===== config.mk =====
export PLATFORM = sky130hd
export DESIGN_NAME = ex_issue_ctrl
export DESIGN_NICKNAME = d
export VERILOG_FILES = /design/src/rtl/ex_issue_ctrl.sv
export SDC_FILE = /design/constraint.sdc
export NUM_CORES = 1
export LEC_CHECK = 0
export BUFFER_PORTS_ARGS = -buffer_cell sky130_fd_sc_hd__buf_4
export CORE_UTILIZATION = 48
export DETAILED_ROUTE_END_ITERATION = 8
export GPL_ROUTABILITY_DRIVEN = 0
export PLACE_DENSITY = 0.78
export SLEW_MARGIN = 20
export SYNTH_ARGS = -nofsm -noshare
export SYNTH_HDL_FRONTEND = slang
export SYNTH_SLANG_ARGS = --single-unit

===== constraint.sdc =====
create_clock -name i_clk -period 2.4 [get_ports i_clk]
set_input_delay 0.24 -clock i_clk [delete_from_list [all_inputs] [get_ports i_clk]]
set_output_delay 0.24 -clock i_clk [all_outputs]
set_load 0.01 [all_outputs]

===== src/rtl/ex_issue_ctrl.sv =====
// EX-slot sequencing controller: ID/MEM handshakes, load-use bubbles, branch redirect and timed flush.
// Optional performance counters are compiled in with `define EX_PERF_CNT_EN.
module ex_issue_ctrl #(
  parameter int ALUOP_W      = 7,
  parameter int FLUSH_CYCLES = 2
) (
  input  logic               i_clk,
  input  logic               i_reset,
  input  logic               i_id_valid,
  output logic               o_id_ready,
  input  logic [ALUOP_W-1:0] i_id_ALUop,
  input  logic [4:0]         i_id_rd,
  input  logic               i_id_regwrite,
  input  logic [4:0]         i_id_rs1,
  input  logic [4:0]         i_id_rs2,
  output logic               o_ex_en,
  input  logic               i_alu_branch,
  output logic               o_mem_valid,
  input  logic               i_mem_ready,
  output logic               o_redirect,
  output logic               o_flush,
  output logic [ALUOP_W-1:0] o_ex_op
`ifdef EX_PERF_CNT_EN
  ,
  output logic [31:0]        o_bubble_cnt,
  output logic [31:0]        o_flush_cnt
`endif
);

  localparam logic [0:0] ST_RUN     = 1'b0;
  localparam logic [0:0] ST_FLUSH   = 1'b1;
  localparam logic [3:0] FLUSH_INIT = 4'(FLUSH_CYCLES);

  logic [0:0]         state;
  logic [3:0]         flush_ctr;
  logic               ex_valid;
  logic [ALUOP_W-1:0] ex_op;
  logic [4:0]         ex_rd;
  logic               ex_regwrite;
  logic               retire;
  logic               hazard;
  logic               is_jump;
  logic               is_branch;
  logic               is_load;

  assign is_jump     = (ex_op == ALUOP_W'(2)) || (ex_op == ALUOP_W'(3));
  assign is_branch   = (ex_op >= ALUOP_W'(4)) && (ex_op <= ALUOP_W'(9));
  assign is_load     = (ex_op >= ALUOP_W'(10)) && (ex_op <= ALUOP_W'(14));
  assign o_mem_valid = ex_valid;
  assign o_ex_op     = ex_op;

  // Handshake, hazard and redirect decode for the current cycle
  always_comb begin
    retire     = ex_valid & i_mem_ready;
    o_redirect = retire & (is_jump | (is_branch & i_alu_branch));
    hazard     = ex_valid & is_load & ex_regwrite & (ex_rd != 5'd0) & i_id_valid &
                 ((i_id_rs1 == ex_rd) | (i_id_rs2 == ex_rd));
    o_id_ready = 1'b0;
    o_flush    = 1'b0;
    case (state)
      ST_RUN: begin
        // Hazard blocks even a retiring load, giving exactly one bubble
        o_id_ready = o_redirect | (~hazard & (~ex_valid | retire));
        o_flush    = 1'b0;
      end
      ST_FLUSH: begin
        o_id_ready = 1'b1;
        o_flush    = 1'b1;
      end
      default: begin
        o_id_ready = 1'b0;
        o_flush    = 1'b0;
      end
    endcase
    o_ex_en = i_id_valid & o_id_ready & ~o_redirect & (state == ST_RUN);
  end

  // EX slot, sequencing state and flush timer
  always_ff @(posedge i_clk) begin
    if (i_reset) begin
      ex_valid    <= 1'b0;
      ex_op       <= '0;
      ex_rd       <= 5'd0;
      ex_regwrite <= 1'b0;
      state       <= ST_RUN;
      flush_ctr   <= 4'd0;
    end else if (o_redirect) begin
      ex_valid  <= 1'b0;
      state     <= ST_FLUSH;
      flush_ctr <= FLUSH_INIT;
    end else if (state == ST_FLUSH) begin
      if (flush_ctr <= 4'd1) begin
        state     <= ST_RUN;
        flush_ctr <= 4'd0;
      end else begin
        flush_ctr <= flush_ctr - 4'd1;
      end
    end else if (o_ex_en) begin
      ex_valid    <= 1'b1;
      ex_op       <= i_id_ALUop;
      ex_rd       <= i_id_rd;
      ex_regwrite <= i_id_regwrite;
    end else if (retire) begin
      ex_valid <= 1'b0;
    end
  end

`ifdef EX_PERF_CNT_EN
  // Bubble and redirect event counters, wrapping naturally at 2^32
  always_ff @(posedge i_clk) begin
    if (i_reset) begin
      o_bubble_cnt <= 32'd0;
      o_flush_cnt  <= 32'd0;
    end else begin
      if (hazard & ~o_redirect) begin
        o_bubble_cnt <= o_bubble_cnt + 32'd1;
      end
      if (o_redirect) begin
        o_flush_cnt <= o_flush_cnt + 32'd1;
      end
    end
  end
`endif

endmodule


Yosys cells after proc, flatten, opt, wreduce, memory -nomap -nowiden --
Cells that the tools add are included.
Word-level totals: flip-flop bits (word level) 19, input port bits 28, logic and storage cells 56
Cells by class: $add $sub $neg 1, magnitude comparators 5, eq/ne operators 4, mux-type cells 10, bitwise operators 20, reductions and logical operators 9
Operators by type and width (count):
- 7-bit by 2-bit == test with 1-bit output, second input constant | 2
- 7-bit by 4-bit <= comparator with 1-bit output, second input constant | 2
- 1-bit AND | 12
- 5-bit == test | 2
- 7-bit by 3-bit >= comparator with 1-bit output, second input constant | 1
- 7-bit by 4-bit >= comparator with 1-bit output, second input constant | 1
- 1-bit 2-to-1 mux | 5
- 5-bit nonzero test | 1
- 4-bit by 1-bit <= comparator with 1-bit output, second input constant | 1
- 2-bit 2-to-1 mux | 2
- 4-bit 2-to-1 mux | 1
- 1-bit NOT | 4
- 1-bit bitwise OR | 4
- 1-bit case mux with 2 select lines | 2
- 2-bit nonzero test | 2
- 4-bit by 1-bit subtractor with 4-bit output, second input constant | 1
- 3-bit AND reduction | 1
- 1-bit logical AND | 2
- 2-bit AND reduction | 1
- 2-bit OR reduction | 1
- 1-bit logical OR | 1

Logic depth before layout (Yosys ltp) --
Gate-level depths: netlist of run 1.
word-level depth 16, mapped depth 7, depth with buffers taken out 6

Worst setup path before layout of run 1 --
No wires, ideal clock.
kind flip-flop to output port, from reg ex_op[1], in the netlist o_ex_op[1], to out o_ex_en, arrival 1.601 ns, slack 0.559 ns, stages on the path, launching flop included 8, buffers on the path 2, path through dfxtp_1 and4bb_1 o311ai_4 nand4b_1 a21o_1 buf_6 buf_8 inv_1
On the way: cells in the longest elaborated chain, start to end 14, elaborated cells between the ends (all ways) 25, those cells by class order compare (4); eq/ne (2); mux (1); bitwise (15); reduce/logical (3)
Ends and longest elaborated chain:
- from (decl) | line 37 | logic [ALUOP_W-1:0] ex_op;
- from (signal assigned) | line 100 | ex_op <= i_id_ALUop;
- 7-bit by 4-bit >= comparator with 1-bit output or 7-bit by 4-bit <= comparator with 1-bit output (tied branches) | line 48 | assign is_load = (ex_op >= ALUOP_W'(10)) && (ex_op <= ALUOP_W'(14));
- 1-bit logical AND | line 48
- 1-bit AND (5 in a row) | line 56 | hazard = ex_valid & is_load & ex_regwrite & (ex_rd != 5'd0) & i_id_valid &
- 1-bit NOT | line 63 | o_id_ready = o_redirect | (~hazard & (~ex_valid | retire));
- 1-bit AND | line 63
- 1-bit bitwise OR | line 63
- 1-bit case mux with 2 select lines | line 60 | case (state)
- 1-bit AND | line 75 | o_ex_en = i_id_valid & o_id_ready & ~o_redirect & (state == ST_RUN);
- 1-bit AND * (2 in a row) | line 75
- to (decl) | line 16 | output logic o_ex_en,
Every way passes the cells marked *; elsewhere a longest branch is shown, timed or not.

Worst setup path after layout of run 1 --
from reg ex_op[6], in the netlist o_ex_op[6], to out o_ex_en
Same word-level chain as after synthesis.

==> impl_metrics.csv, run 1 <==
group,metric,value,unit
synth,post-synth-top-count-cell,"nand2b_1",
global_route,grt_max_degree,30,
detailed_routing,via_per_inst,5.11,
setup_path,reg2reg_to,"ex_rd[3]",
floorplan,fp.dieW,50.2,um
placed_design,dp_cells,184,
sta,slew_headroom,71.6,%
final_layout,antennaDiodeCount,0,
power,p_per_area,470,nW/um2
sta,fmax,445,MHz
sta,fin_crit,2.25,ns
detailed_routing,drcViolationCount,0,
sta,finalSetupViolCount,0,
power,power_frac_comb,23.8,%
setup_path,cp.arrival,2.01,ns
power,p_seq_share,52.6,%
synth,yosys_warnings,0,
clocking,clkSinkCount,19,
sta,finalCritPeriodShare,93.7,%
clocking,clk_pin_slew,0.11,ns
placed_design,place_area,1420,um2
setup_path,endpoint,"o_ex_en",
final_layout,multi_input_area,674,um2
synth,synth_commonest_cells,"23 x nand2b_1, 19 x dfxtp_1, 13 x mux2i_1",
final_layout,fill_cells,189,
detailed_routing,wl_per_cell,12.7,um
synth,synth_cell_types,30,
synth,synth.cell_area,1110,um2
final_layout,seq_area,380,um2
floorplan,start_util,50.9,%
synth,syn-mean-instance-area,9.21,um2
detailed_routing,drt_iter0_markers,12,
sta,fin_setup_tns,0,ns
synth,synth_flop_cell,"dfxtp_1",
global_route,grt_busiest_layer,"met2",
global_route,grt_use_total,19.9,%
setup_path,critPathLaunchType,"register",
sta,skew,0.00200,ns
clocking,ctsHtreeMaxLevel,1,
floorplan,row_count,17,
global_route,antenna_found_initial,0,
global_route,overflow,0,
setup_path,r2r_setup_slack,0.38,ns
clocking,cts_buffers,3,
synth,syn-num-nets,151,
final_layout,layout-drive-gt1-share,29.4,%
clocking,ctsResizeCount,0,
final_layout,nNetsFinal,191,
power,ir_drop,0.000363,V
power,p_int,495,uW
flow_run,maxCapViolCount,0,
final_layout,final_area,1440,um2
synth,synth_edf_count,0,
placed_design,pre_cts_ws,0.476,ns
synth,synth-async-reset-ratio,0,%
synth,yosysTopAreaCellShare,34.1,%
final_layout,stdcell_count,188,
clocking,cts_root_buffer,"clkbuf_4",
detailed_routing,drtAntennaViolNets,0,
power,p_leak,0.643,nW
clocking,clk_latency,0.29,ns
placed_design,portBuffers,39,
setup_path,r2r_start,"o_ex_op[6]",
final_layout,fin_util,65.8,%
sta,fin_ws,0.151,ns
min_path,min_path_type,"in2reg",
clocking,cts_tree,"done",
synth,synthCells,121,
setup_path,reg2reg_depth,6,
synth,synth_area_leader_cell,"dfxtp_1",
final_layout,syn_to_final_growth,29.4,%
global_route,grt_pass1_vias,891,
sta,maxSlewViolCount,0,
power,power.total,678,uW
global_route,grt_first_pass_wirelength,3780,um
run_status,status,"finished, final reports clean",
sta,fin_hold_ws,0.204,ns
synth,ys_seq_elements,19,
sta,hold_viol,0,
global_route,grt_util_met3,3.03,%
synth,seq_area_frac_synth,34.1,%
global_route,grt_use_met2,36.2,%
placed_design,dpl.hpwl,1790,um
setup_path,crit_start,"o_ex_op[6]",
setup_path,worstSetupEndpointType,"output port",
clocking,clock_tree.buffer_depth,2,
power,p_sw,183,uW
synth,yosys-top-cells-area,"dfxtp_1 34%, nand2b_1 13%, mux2i_1 12%",
sta,rsz0062_at_grt,"no",
detailed_routing,routed_wl,2380,um
floorplan,die_h,50.2,um
setup_path,crit_type,"reg2out",
floorplan,core-area,2190,um2
clocking,cts_setup_buffers,0,
power,swShare,27.1,%
setup_path,crit_fanout,6,
detailed_routing,vias,960,
detailed_routing,dr.pass1.iters,4,
clocking,cts_hold_buf,0,
sta,worstMarginPinSlew,0.424,ns
floorplan,io_pins,40,
setup_path,worst_ep_required_time,2.16,ns
power,pwr-share-clk,23.7,%
floorplan,die_area,2520,um2
global_route,gr-usage-met1,22.8,%
-- power groups by stage --
stage / Clock (mW) / Combinational (mW) / Sequential, mW
final: 0.160 / 0.161 / 0.356
after global routing: 0.178 / 0.176 / 0.360
after CTS: 0.164 / 0.162 / 0.356
after detailed placement: 0 / 0.161 / 0.363
after global placement: 0 / 0.156 / 0.361
after floorplan: 0 / 0.0926 / 0.362
-- routing by layer --
layer	up-vias	wire length, um
li1	489	-
met5	-	0
met4	0	17
met3	4	78
met1	443	1070
met2	24	1210
-- logic make-up (layout without fill, tap and decap cells) --
group	Yosys count	in the layout	share of synthesized area [%]
compound gates	13	13	8.87
xor+xnor	10	10	7.86
fa+ha+maj	2	2	2.24
buf+inv	11	50	5.39
flops	19	19	34.1
mux	14	14	12.7
simple gates	52	52	28.8
-- worst min-delay path by stage --
stage | to | slack (ns) | startpoint | cells past startpoint
2_1_floorplan | o_ex_op[2] | 0.39 | i_id_ALUop[2] | 2
3_3_place_gp | ex_regwrite | 0.47 | ex_regwrite | 2
3_5_place_dp | flush_ctr[2] | 0.48 | flush_ctr[2] | 2
4_1_cts | o_ex_op[6] | 0.20 | i_id_ALUop[6] | 3
5_1_grt | o_ex_op[4] | 0.20 | i_id_ALUop[4] | 3
6_report | o_ex_op[0] | 0.20 | i_id_ALUop[0] | 3
-- state kept, by name, indices dropped and copies added, names as in the netlist --
register	cells
ex_regwrite	1
state	1
o_ex_op	7
o_mem_valid	1
flush_ctr	4
ex_rd	5
-- cell usage in the layout (no fill, tap or decap), types with 2 or more instances in the layout --
master / netlist / layout
a21o_1: 2 / 2
a21oi_1: 5 / 5
buf_4: 0 / 41
clkbuf_4: 0 / 3
dfxtp_1: 19 / 19
ha_1: 2 / 2
inv_1: 5 / 5
mux2i_1: 13 / 13
nand2_1: 6 / 6
nand2b_1: 23 / 23
nand3_1: 4 / 4
nand4b_1: 2 / 2
nor2_1: 5 / 5
o21ai_0: 2 / 2
or2b_1: 4 / 4
xnor2_1: 10 / 10
-- cell type report --
type | instances | area share [%]
Sequential cell | 19 | 26.4
Timing Repair Buffer | 41 | 21.3
Inverter | 5 | 1.30
Multi-Input combinational cell | 91 | 46.7
Clock buffer | 4 | 1.82
Tap cell | 28 | 2.43
-- critical path: stages (launching register included) --
cell,delay [ns]
dfxtp_1,0.36
nor4b_2,0.45
nand4_1,0.15
nor3_1,0.23
a21o_1,0.31
inv_1,0.08
buf_4,0.15
Power figures use the tool's default switching activity.
==> inputs of run 2 (changes only) <==
--- a/config.mk
+++ b/config.mk
@@ -6,6 +6,7 @@
 export NUM_CORES = 1
 export LEC_CHECK = 0
 export BUFFER_PORTS_ARGS = -buffer_cell sky130_fd_sc_hd__buf_4
+export CORE_MARGIN = 3
 export CORE_UTILIZATION = 48
 export DETAILED_ROUTE_END_ITERATION = 8
 export GPL_ROUTABILITY_DRIVEN = 0
==> constraint.sdc (replaced) <==
create_clock -name i_clk -period 2.4 [get_ports i_clk]
set_input_delay 0 -clock i_clk [delete_from_list [all_inputs] [get_ports i_clk]]
set_output_delay 0 -clock i_clk [all_outputs]
set_load 0.01 [all_outputs]
==> impl_metrics.csv, run 2 (synthesis gave the netlist of run 1 again) <==
group,metric,value,unit
sta,worstMarginPinSlew,0.377,ns
power,ir_drop,0.000384,V
setup_path,worstSetupEndpointType,"output port",
final_layout,largest_reg_flops,7,
clocking,cts_root_buffer,"clkbuf_4",
min_path,min_path_type,"in2reg",
global_route,grt_pass1_vias,997,
sta,maxSlewViolCount,0,
clocking,clkSinkCount,19,
floorplan,die_h,54.2,um
final_layout,layout_common_cells,"40 x buf_4, 23 x nand2b_1, 19 x dfxtp_1, 13 x mux2i_1, 13 x dlygate4sd3_1",
setup_path,crit_type,"reg2out",
clocking,clk_pin_slew,0.10,ns
sta,finalCritPeriodShare,90.3,%
sta,fin_crit,2.17,ns
global_route,overflow,0,
clocking,clk_latency,0.29,ns
floorplan,die_area,2940,um2
floorplan,row_count,16,
setup_path,cp.arrival,2.17,ns
detailed_routing,drcViolationCount,0,
detailed_routing,vias,1001,
setup_path,cp_num_buf_inv,3,
sta,fin_hold_ws,0.0148,ns
sta,fin_ws,0.233,ns
global_route,antenna_found_initial,0,
clocking,ctsHtreeMaxLevel,1,
sta,fin_setup_tns,0,ns
global_route,grt_first_pass_wirelength,4150,um
setup_path,r2r_start,"o_ex_op[6]",
global_route,grt_busiest_layer,"met2",
setup_path,crit_start,"o_ex_op[6]",
final_layout,mostFrequentLayoutCell,"buf_4",
detailed_routing,via_per_inst,5.03,
floorplan,fp.dieW,54.2,um
floorplan,core-area,2080,um2
global_route,grt_util_met3,6.37,%
sta,slew_headroom,74.6,%
detailed_routing,wl_per_cell,13.2,um
power,p_seq_share,51.6,%
power,p_sw,182,uW
final_layout,antennaDiodeCount,0,
setup_path,path_cells,"nor4b_4, nand4_1, nor3_1, a21o_1, buf_4, inv_1, buf_4",
power,p_leak,0.695,nW
final_layout,fill_cells,139,
global_route,grt_use_met2,38.8,%
final_layout,nNetsFinal,203,
clocking,clock_tree.buffer_depth,2,
floorplan,start_util,53.5,%
detailed_routing,routed_wl,2620,um
sta,skew,0.00195,ns
clocking,cts_buffers,3,
power,pwr-share-clk,22.6,%
final_layout,layout-drive-gt1-share,26.7,%
power,p_int,508,uW
power,power_frac_comb,25.8,%
detailed_routing,drtAntennaViolNets,0,
setup_path,crit_fanout,11,
setup_path,critPathLaunchType,"register",
setup_path,cp_slowest_cell,"dfxtp_1",
sta,finalSetupViolCount,0,
setup_path,critPathMaxStageDelay,0.36,ns
setup_path,worst_ep_required_time,2.40,ns
power,p_per_area,439,nW/um2
setup_path,cp_common_cell,"buf_4",
setup_path,crit_family,"simple AND/OR/NAND/NOR gates",
global_route,gr-usage-met1,19.4,%
sta,fmax,462,MHz
run_status,status,"finished, final reports clean",
clocking,cts_tree,"done",
detailed_routing,dr.pass1.iters,4,
placed_design,pre_cts_ws,0.444,ns
flow_run,maxCapViolCount,0,
floorplan,io_pins,40,
power,swShare,26.4,%
sta,rsz0062_at_grt,"no",
final_layout,syn_to_final_growth,41.1,%
global_route,grt_use_total,19.9,%
sta,hold_viol,0,
global_route,grt_max_degree,30,
placed_design,portBuffers,39,
min_path,min_from,"i_mem_ready",
detailed_routing,drt_iter0_markers,5,
placed_design,dpl.hpwl,1870,um
run 2: changes by cell type in the layout (fill, tap and decap cells not counted), sizes merged:
cell         previous run  this run
buf                    41        40
dlygate4sd3             0        13
run 2: through the flow:
stage	cells	cell area [um2]	power [mW]	util, %
6_report	199	1570	0.691	75.5
3_5_place_dp	182	1410	0.521	67.6
2_1_floorplan	121	1110	0.454	-
4_1_cts	199	1560	0.693	75.1
5_1_grt	199	1570	0.730	75.5
3_3_place_gp	182	1410	0.517	67.6
run 2: area by class of cell:
cell class,count,area [um2],area share [%]
repair buffers,53,430,27.4
multi-input cells,91,683,43.4
clock buffers,4,26.3,1.67
well taps,27,33.8,2.15
flip-flops and latches,19,380,24.2
inverters,5,18.8,1.19
run 2: final timing paths:
path,endpoint,slack [ns],depth (start not counted)
worst max-delay path,o_ex_en,0.23,7
worst min-delay path,flush_ctr[1],0.01,3
worst max register to register,ex_rd[2],0.48,6
worst min register to register,o_ex_op[0],0.51,2
run 2: power groups by stage:
stage          Clock (mW)  Combinational [mW]  Sequential, mW
6_report            0.156               0.178           0.356
5_1_grt             0.177               0.194           0.359
4_1_cts             0.162               0.177           0.354
3_5_place_dp            0               0.159           0.362
3_3_place_gp            0               0.156           0.361
2_1_floorplan           0              0.0926           0.362
run 2: layer usage:
metal | part of all wire (%) | vias to the layer above
li1 | - | 513
met5 | 0 | -
met2 | 56 | 21
met1 | 38 | 461
met3 | 4.2 | 6
met4 | 1.4 | 0
run 2: repair_timing:
item	CTS	global route
hold buffers	13	0
setup buffers	0	0
hold endpoints to repair	13	0
resized for setup	0	1
setup endpoints to repair	0	1
run 2: worst register-to-register path, stage by stage (launching register included):
cell and delay, ns:
dfxtp_1 0.36, nor4b_4 0.36, nand4_1 0.13, nor3_1 0.26
a21o_1 0.27, buf_4 0.27, mux2i_1 0.21
==> inputs of run 3 (changes only) <==
--- a/config.mk
+++ b/config.mk
@@ -5,9 +5,10 @@
 export SDC_FILE = /design/constraint.sdc
 export NUM_CORES = 1
 export LEC_CHECK = 0
+export ABC_AREA = 1
 export BUFFER_PORTS_ARGS = -buffer_cell sky130_fd_sc_hd__buf_4
 export CORE_MARGIN = 3
-export CORE_UTILIZATION = 48
+export CORE_UTILIZATION = 49
 export DETAILED_ROUTE_END_ITERATION = 8
 export GPL_ROUTABILITY_DRIVEN = 0
 export PLACE_DENSITY = 0.78
==> impl_metrics.csv, run 3 <==
group,metric,value,unit
run_status,status,"finished, final reports clean",
flow_run,maxCapViolCount,0,
synth,synth_cell_types,24,
setup_path,endpoint,"o_ex_en",
final_layout,fin_util,73.4,%
setup_path,reg2reg_to,"o_ex_op[4]",
floorplan,row_count,17,
synth,yosysTopAreaCellShare,32.6,%
power,ir_drop,0.000380,V
clocking,ctsResizeCount,0,
clocking,cts_tree,"done",
synth,yosys.area_share.simple,43.3,%
synth,synth_area_leader_cell,"dfxtp_1",
detailed_routing,drtAntennaViolNets,0,
synth,yosys-top-cells-area,"dfxtp_1 33%, nand2_1 21%, nor2_1 13%",
synth,syn-mean-instance-area,5.96,um2
floorplan,io_pins,40,
global_route,antenna_found_initial,0,
detailed_routing,routed_wl,2660,um
synth,synth_top_family_by_area,"simple AND/OR/NAND/NOR gates",
clocking,clk_pin_slew,0.12,ns
synth,syn-num-nets,226,
final_layout,syn_to_final_growth,40.4,%
clocking,clock_tree.buffer_depth,2,
synth,seq_area_frac_synth,32.6,%
global_route,overflow,0,
clocking,cts_hold_buf,14,
synth,synth.cell_area,1170,um2
min_path,min_path_type,"in2reg",
synth,synth_flop_cell,"dfxtp_1",
setup_path,critPathMaxStageDelay,0.42,ns
setup_path,cp_common_cell,"nand2_2",
synth,synth_mux_area_share,0,%
placed_design,portBuffers,39,
clocking,cts_buffers,3,
clocking,cts_root_buffer,"clkbuf_4",
final_layout,largest_reg_flops,7,
setup_path,crit_fanout,28,
sta,fin_setup_tns,0,ns
setup_path,worstSetupEndpointType,"output port",
sta,worstMarginPinSlew,0.476,ns
floorplan,start_util,52.3,%
setup_path,cp.arrival,1.85,ns
synth,ys_seq_elements,19,
final_layout,layout_common_cells,"65 x nand2_1, 40 x nor2_1, 39 x buf_4, 36 x inv_1, 19 x dfxtp_1",
setup_path,cp_slowest_cell,"dfxtp_1",
sta,skew,0.00745,ns
synth,synthAdderAreaFrac,2.14,%
setup_path,crit_start,"o_ex_op[2]",
sta,hold_viol,0,
synth,synthCells,196,
final_layout,mostFrequentLayoutCell,"nand2_1",
synth,synthXorXnorAreaFrac,3.00,%
power,p_per_area,454,nW/um2
global_route,grt_use_total,19.6,%
final_layout,final_area,1640,um2
setup_path,r2r_start,"o_ex_op[2]",
sta,finalCritPeriodShare,76.9,%
floorplan,die_h,54.8,um
floorplan,die_area,3000,um2
final_layout,layout-drive-gt1-share,20.8,%
final_layout,nNetsFinal,281,
synth,synth-async-reset-ratio,0,%
synth,yosys_warnings,0,
setup_path,crit_type,"reg2out",
floorplan,fp.dieW,54.8,um
global_route,grt_max_degree,29,
clocking,clkSinkCount,19,
clocking,clk_latency,0.30,ns
final_layout,antennaDiodeCount,0,
detailed_routing,wl_per_cell,9.55,um
setup_path,reg2reg_depth,11,
setup_path,path_cells,"inv_2, nand2_1, nand3_1, nand4_1, o21ai_1, nand2_2, nand2_2, nor2_8, buf_4",
setup_path,r2r_setup_slack,0.74,ns
detailed_routing,drcViolationCount,0,
sta,rsz0062_at_grt,"no",
detailed_routing,dr.pass1.iters,2,
sta,fin_crit,1.85,ns
global_route,grt_pass1_vias,1103,
synth,synth_edf_count,0,
sta,slew_headroom,68.2,%
placed_design,dp_cells,260,
final_layout,stdcell_count,278,
power,p_leak,0.917,nW
global_route,grt_first_pass_wirelength,4330,um
placed_design,dpl.hpwl,1970,um
setup_path,critPathLaunchType,"register",
setup_path,worst_ep_required_time,2.40,ns
synth,post-synth-top-count-cell,"nand2_1",
detailed_routing,drt_iter0_markers,15,
clocking,cts_setup_buffers,0,
sta,finalSetupViolCount,0,
placed_design,place_area,1470,um2
floorplan,core-area,2230,um2
sta,maxSlewViolCount,0,
sta,fmax,542,MHz
detailed_routing,via_per_inst,4.52,
synth,synth_compound_area_share,4.18,%
detailed_routing,vias,1257,
synth,synth_commonest_cells,"65 x nand2_1, 40 x nor2_1, 36 x inv_1",
clocking,ctsHtreeMaxLevel,1,
[run 3: power breakdown]
| group | switching, mW | leakage, nW | internal [mW] |
|---|---|---|---|
| combinational | 0.103 | 0.746 | 0.109 |
| sequential | 0.0255 | 0.157 | 0.339 |
| clock | 0.105 | 0.0139 | 0.0636 |
[run 3: cell families (layout without fill, tap and decap cells)]
| group | after synthesis | after routing |
|---|---|---|
| simple gates | 121 | 121 |
| fa+ha+maj | 2 | 2 |
| xor+xnor | 4 | 4 |
| compound gates | 8 | 8 |
| flops | 19 | 19 |
| buf+inv | 42 | 96 |
[run 3: per-stage QoR]
step / hold slack [ns] / worst slack (ns) / power [mW]
after floorplan: 0.0691 / 0.915 / 0.489
after global placement: 0.176 / 0.831 / 0.558
after detailed placement: 0.192 / 0.767 / 0.566
after CTS: 0.00182 / 0.538 / 0.752
after global routing: 0.0684 / 0.386 / 0.792
final: 0.0139 / 0.554 / 0.744
[run 3: worst min-delay path by stage]
| stage | from | endpoint | slack, ns | depth (start not counted) |
|---|---|---|---|---|
| global placement | i_reset | state | 0.18 | 2 |
| detailed placement | i_reset | state | 0.19 | 2 |
| global route | i_mem_ready | o_mem_valid | 0.07 | 4 |
| floorplan | i_reset | state | 0.07 | 1 |
| CTS | i_mem_ready | o_mem_valid | 0.002 | 4 |
| finish | i_mem_ready | o_mem_valid | 0.01 | 4 |
[run 3: critical path: cells and delay by family (launching register included)]
family	cells	cell delay, ns
AND/OR/NAND/NOR	6	0.79
buffers and inverters	2	0.25
AO/OA/AOI/OAI	1	0.08
flip-flops	1	0.42
[run 3: area by class of cell]
cell class / instances / area [um2]
sequential: 19 / 380
multi-input combinational: 135 / 614
clock buffer: 3 / 22.5
fill: 202 / 594
timing repair buffer: 53 / 433
tap: 28 / 35.0
clock inverter: 1 / 7.51
inverter: 39 / 146
[run 3: layer usage]
layer	GRT usage [%]	share of wire, %
met1	23.8	45
met2	32.5	47
met3	5.18	5.5
met4	7.88	2.3
met5	0	0
